## config.mk

```make
export PLATFORM = sky130hd
export DESIGN_NAME = addsub_arbiter
export DESIGN_NICKNAME = d
export VERILOG_FILES = /design/src/rtl/addsub_arbiter.sv
export SDC_FILE = /design/constraint.sdc
export NUM_CORES = 1
export LEC_CHECK = 0
export CAP_MARGIN = 20
export CORE_UTILIZATION = 40
export CTS_CLUSTER_DIAMETER = 60
export DETAILED_ROUTE_END_ITERATION = 8
export DONT_BUFFER_PORTS = 1
export GPL_TIMING_DRIVEN = 0
export SETUP_SLACK_MARGIN = 0.1
export SLEW_MARGIN = 20
export SYNTH_ARGS = -nofsm -noshare
export SYNTH_HDL_FRONTEND = slang
export SYNTH_SLANG_ARGS = --single-unit
```

## constraint.sdc

```tcl
create_clock -name clk -period 3.33 [get_ports clk]
set_clock_uncertainty 0.15 [all_clocks]
set_input_delay 0.4995 -clock clk [delete_from_list [all_inputs] [get_ports clk]]
set_output_delay 0.4995 -clock clk [all_outputs]
set_load 0.01 [all_outputs]
```

## src/rtl/addsub_arbiter.sv

```systemverilog
// ============================================================================
// Module   : addsub_arbiter
// Brief    : Two-port round-robin arbiter/sequencer for a shared 4-bit
//            two's-complement adder/subtractor.
// Revision : 1.0 - initial release
// ============================================================================
`default_nettype none

module addsub_arbiter (
   input  logic       clk,
   input  logic       reset,
   input  logic       req0,
   input  logic [3:0] a0,
   input  logic [3:0] b0,
   input  logic       sub0,
   input  logic       req1,
   input  logic [3:0] a1,
   input  logic [3:0] b1,
   input  logic       sub1,
   output logic       gnt0,
   output logic       gnt1,
   output logic       done0,
   output logic       done1,
   output logic [3:0] r,
   output logic       ovf
);

   typedef enum logic [1:0] {
      IDLE = 2'd0,
      EXEC = 2'd1,
      DONE = 2'd2
   } state_t;

   state_t     state_q, state_d;
   logic       owner_q, owner_d;
   logic       last_q, last_d;
   logic [3:0] a_q, a_d;
   logic [3:0] b_q, b_d;
   logic       sub_q, sub_d;
   logic [3:0] r_q, r_d;
   logic       ovf_q, ovf_d;

   logic [3:0] w_bx;
   logic [3:0] w_sum;
   logic       w_ovf;
   logic       w_pick;

   // The single shared adder/subtractor: subtraction is A + ~B + 1.
   assign w_bx  = b_q ^ {4{sub_q}};
   assign w_sum = a_q + w_bx + {3'b000, sub_q};
   assign w_ovf = (a_q[3] & w_bx[3] & ~w_sum[3]) | (~a_q[3] & ~w_bx[3] & w_sum[3]);

   // On a tie, the requester that was not served last wins.
   assign w_pick = (req0 && req1) ? ~last_q : req1;

   always_comb begin
      state_d = state_q;
      owner_d = owner_q;
      last_d  = last_q;
      a_d     = a_q;
      b_d     = b_q;
      sub_d   = sub_q;
      r_d     = r_q;
      ovf_d   = ovf_q;
      case (state_q)
         IDLE: begin
            if (req0 || req1) begin
               owner_d = w_pick;
               a_d     = w_pick ? a1 : a0;
               b_d     = w_pick ? b1 : b0;
               sub_d   = w_pick ? sub1 : sub0;
               state_d = EXEC;
            end
         end
         EXEC: begin
            r_d     = w_sum;
            ovf_d   = w_ovf;
            state_d = DONE;
         end
         DONE: begin
            last_d  = owner_q;
            state_d = IDLE;
         end
         default: state_d = IDLE;
      endcase
   end

   always_ff @(posedge clk) begin
      if (reset) begin
         state_q <= IDLE;
         owner_q <= 1'b0;
         last_q  <= 1'b1;
         a_q     <= 4'd0;
         b_q     <= 4'd0;
         sub_q   <= 1'b0;
         r_q     <= 4'd0;
         ovf_q   <= 1'b0;
      end else begin
         state_q <= state_d;
         owner_q <= owner_d;
         last_q  <= last_d;
         a_q     <= a_d;
         b_q     <= b_d;
         sub_q   <= sub_d;
         r_q     <= r_d;
         ovf_q   <= ovf_d;
      end
   end

   assign gnt0  = ((state_q == EXEC) || (state_q == DONE)) && !owner_q;
   assign gnt1  = ((state_q == EXEC) || (state_q == DONE)) &&  owner_q;
   assign done0 = (state_q == DONE) && !owner_q;
   assign done1 = (state_q == DONE) &&  owner_q;
   assign r     = r_q;
   assign ovf   = ovf_q;

endmodule

`default_nettype wire

```

# After elaboration in Yosys (flattened, before gate mapping)
# Index checks and enable logic that the tools add are counted.
[classes]
n_reduce_logical = 10
n_addsub = 2
shift = 0
multipliers = 0
bitwise = 10
eq_ne = 3
div_mod_pow = 0
muxes = 6
n_lt_le_gt_ge = 0
[op_table]
columns = ["operator", "count"]
rows = [
  ["$mux W4", 2],
  ["$logic_and A1 B1 Y1", 5],
  ["$add A4 B1 Y4", 1],
  ["$add A4 B4 Y4", 1],
  ["$and A1 B1 Y1", 4],
  ["$not A1 Y1", 4],
  ["$pmux W2 S2", 1],
  ["$xor A4 B4 Y4", 1],
  ["$eq A2 B1 Y1 const B", 1],
  ["$eq A2 B2 Y1 const B", 1],
  ["$logic_not A2 Y1", 1],
  ["$logic_or A1 B1 Y1", 2],
  ["$mux W1", 2],
  ["$mux W2", 1],
  ["$ne A2 B2 Y1 const B", 1],
  ["$reduce_and A2 Y1", 1],
  ["$logic_not A1 Y1", 1],
  ["$or A1 B1 Y1", 1],
]
[word_totals]
inputBits = 22
reg_bits = 18
n_memories = 0
latchBits = 0
word_cells = 39
out_inout_bits = 9
mem_bits_rw = 0
rom_bits = 0

# Longest topological paths before layout
[logic_depth]
word_depth = 6
mapped_depth = 7
ltp_nobuf = 7

# Worst setup path before layout
# OpenSTA, ideal clock, no wires.
[synth_path]
path_kind = "register to register"
start = "register sub_q"
end = "register ovf_q (netlist: ovf)"
period_less_slack_ns = 2.124
setup_slack_ns = 1.206
stages_incl_launch_ff = 8
t_arrival_ns = 1.852
setup_ns = 0.122
path_buffers = 0
t_required_ns = 3.058
path_cell_list = "dfxtp_1 xor2_1 inv_1 ha_1 or4b_1 o2111ai_1 nor2_1 o311a_1"
[synth_between]
elab_chain_len = 6
elab_cells_between_ends = 10
classes_between = "add/sub (2); bitwise (8)"
[synth_lines]
columns = ["element", "line_no", "text"]
rows = [
  ["from (decl)", "39", "logic sub_q, sub_d;"],
  ["from (signal assigned)", "104", "sub_q <= sub_d;"],
  ["$xor A4 B4 Y4", "49", "assign w_bx = b_q ^ {4{sub_q}};"],
  ["$add A4 B4 Y4", "50", "assign w_sum = a_q + w_bx + {3'b000, sub_q};"],
  ["$add A4 B1 Y4", "50", ""],
  ["$not A1 Y1", "51", "assign w_ovf = (a_q[3] & w_bx[3] & ~w_sum[3]) | (~a_q[3] & ~w_bx[3] & w_sum[3]);"],
  ["$and A1 B1 Y1", "51", ""],
  ["$or A1 B1 Y1 (*)", "51", ""],
  ["to (signal assigned)", "106", "ovf_q <= ovf_d;"],
  ["to (decl)", "41", "logic ovf_q, ovf_d;"],
]
# Mark *: on every way between the ends. The rest lies on a longest branch, timed or not.
# A chain may end at the register's enable or synchronous reset.

# Final worst setup path
# Same ends and word-level chain as after synthesis.

==> run_results.csv <==
group,metric,value,unit
floorplanning,core.rowCount,17,
final_layout,drive_gt1_frac,0.0776,
pwr,power_frac_comb,0.309,
critical_path,path_class,"reg -> reg",
global_routing,grt_pass1_wl,2780,um
floorplanning,core,2300,um2
clock_network,cts.path.max_buffers,2,
synthesis,syn-num-nets,143,
final_layout,fill_cells,234,
final_layout,n_antenna_cell,0,
timing,fmax,0.435,GHz
critical_path,max_stage_delay,470,ps
timing,setup-tns-final,0,ps
critical_path,r2r_cells,7,
pwr,p_int,0.000397,W
route,first_iter_violations,3,
pwr,p_seq_frac,0.461,
pwr,vdd_drop_max,322,uV
clock_network,clk_latency,290,ps
synthesis,netlist_top_cells_area,"dfxtp_1 (35%), mux2i_1 (11%), ha_1 (9.8%)",
place,place_congestion,0.787,
final_layout,final_common_cell,"dfxtp_1",
critical_path,slowest_stage,"dfxtp_1",
critical_path,critPathBufInv,1,
timing,setup_viol,0,
critical_path,worstSetupPathDepth,7,
timing,worst_hold_slack,279,ps
final_layout,fin_nets,148,
timing,maxSlewHeadroom,0.691,
pwr,pwr-share-clk,0.230,
critical_path,cp_data_arrival_time,2340,ps
clock_network,cts.sinks,18,
critical_path,path_delay_family,"simple AND/OR/NAND/NOR gates",
place,dpl.hpwl,1350,um
timing,tightestPinTransition,463,ps
floorplanning,initial_utilization,0.443,
clock_network,postCtsHoldBufs,0,
final_layout,syn_to_final_growth,7.00,%
clock_network,htreeDepth,1,
global_routing,grt_pass1_vias,619,
final_layout,finish.instance_area,1090,um2
route,ant_nets,0,
place,place_area,1050,um2
place,portBuffers,0,
synthesis,syn_avg_cell_area,9.09,um2
global_routing,grt_max_degree,11,
floorplanning,ioPinCount,31,
global_routing,grtUsageTotal,0.146,
critical_path,crit_chain,"xor2_1, inv_1, ha_1, or4b_1, o2111ai_1, nor2_1, o311a_1",
synthesis,synth_top_area_cell,"dfxtp_1",
clock_network,cts_root_buf,"clkbuf_4",
route,drt_pass1_iterations,3,
clock_network,cts_setup_buffers,0,
clock_network,ctsResizeCount,0,
route,num_vias,754,
synthesis,yosysSeqAreaShare,0.354,
timing,rsz0062_at_grt,"no",
timing,slew_viol_final,0,
route,drc_errors,0,
floorplanning,die_h,52.5,um
timing,hold_viol,0,
global_routing,grt_antenna_before_repair,0,
pwr,switching_share,0.325,
critical_path,start_kind,"flop",
synthesis,ys.warnings.count,0,
synthesis,ys_seq_elements,18,
synthesis,syn_area,1020,um2
timing,post-route-period-util,0.690,
critical_path,cp_data_required_time,3370,ps
clock_network,clk_pin_slew_worst_paths,100,ps
route,drt_wl_total,1710,um
global_routing,grt_overflow_total,0,
min_path,hold_depth,2,
route,vias_per_cell,5.24,
final_layout,multi_input_area,602,um2
timing,fin_crit,2300,ps
synthesis,synth_top_area_share,0.354,
critical_path,end_kind,"flop",
synthesis,synth_cell_types,28,
pwr,p_switching,0.000191,W
outcome,outcome,"finished clean",
floorplanning,die_area,2750,um2
route,wl_per_cell,11.8,um
final_layout,layout_common_cells,"dfxtp_1 (18), nor2_1 (17), mux2i_1 (11), a211oi_1 (11)",
floorplanning,die_w,52.5,um
clock_network,tritoncts,"yes",
clock_network,cts_inserted_buffers,3,
min_path,timing.hold.worst.class,"in -> reg",
final_layout,seq_area,360,um2
pwr,p_leak,0.452,nW
critical_path,cp_max_fo,6,
pwr,power_density,539,nW/um2
job,maxCapViolCount,0,
synthesis,synth_cells,112,
==> power groups by stage <==
stage	clock (W)	combinational (W)	sequential [W]
6_report	0.000135	0.000181	0.000271
5_1_grt	0.000151	0.000210	0.000276
4_1_cts	0.000141	0.000184	0.000272
3_5_place_dp	0	0.000183	0.000277
3_3_place_gp	0	0.000179	0.000276
2_1_floorplan	0	0.000154	0.000272
==> routing by layer <==
| layer | share of wire | routed length, um | global-route usage |
|---|---|---|---|
| met1 | 0.50 | 857 | 0.180 |
| met2 | 0.42 | 717 | 0.222 |
| met3 | 0.067 | 115 | 0.0667 |
| met4 | 0.0082 | 14 | 0.0526 |
| met5 | 0 | 0 | 0 |
==> synth_stat cells <==
library cell,n
a211o_1,1
a211oi_1,11
a21boi_0,1
a21oi_1,4
and2_1,2
buf_2,3
clkbuf_1,3
dfxtp_1,18
fa_1,1
ha_1,8
inv_1,8
mux2i_1,11
mux2i_2,1
nand2_1,4
nand2b_1,2
nand3_1,1
nand3b_1,2
nor2_1,17
nor2b_1,2
o2111ai_1,1
o21ai_0,1
o311a_1,1
or3b_1,1
or3b_2,1
or4_1,1
or4b_1,1
xnor2_1,2
xor2_1,3
==> path summary, 6_finish.rpt <==
| path | start | endpoint | slack, ps |
|---|---|---|---|
| min | a0[0] | a_q[0] | 280 |
| min reg2reg | last_q | last_q | 330 |
| max reg2reg | sub_q | ovf | 1030 |
| max | sub_q | ovf | 1030 |
==> area by class of cell <==
cell class / count / area share
Buffer: 6 / 0.0241
Clock buffer: 4 / 0.0333
Inverter: 8 / 0.0276
Multi-Input combinational cell: 80 / 0.552
Sequential cell: 18 / 0.331
Tap cell: 28 / 0.0321
==> kinds of logic (layout without fill, tap and decap cells) <==
logic type,Yosys count,in the layout,share of synthesized area
muxes,12,12,0.122
adders and majority gates,9,9,0.118
AOI/OAI and AO/OA,20,20,0.140
and+or+nand+nor,34,34,0.168
buffers and inverters,14,18,0.0553
xor gates and xnor gates,5,5,0.0430
DFF,18,18,0.354
==> flip-flops by register name, indices dropped and copies added, names as in the netlist <==
name / count
a_q: 4
b_q: 4
r: 4
state_q: 2
last_q: 1
ovf: 1
owner_q: 1
sub_q: 1
==> through the flow <==
| stage | cells | utilization | total power, W | worst slack, ps |
|---|---|---|---|---|
| after CTS | 144 | 0.474 | 0.000596 | 1000 |
| after global routing | 144 | 0.474 | 0.000637 | 846 |
| final | 144 | 0.474 | 0.000587 | 1030 |
| after detailed placement | 140 | 0.459 | 0.000460 | 1020 |
| after floorplan | 112 | - | 0.000426 | 1210 |
| after global placement | 140 | 0.459 | 0.000455 | 1040 |
==> worst register-to-register path, delay by kind of cell (launching register included) <==
kind	cells	cell delay, ps
XOR/XNOR	1	220
buffers and inverters	1	60
AO/OA/AOI/OAI	2	440
adder cells (fa/ha/maj)	1	340
AND/OR/NAND/NOR	2	520
flip-flops	1	470
Power figures use the tool's default switching activity.
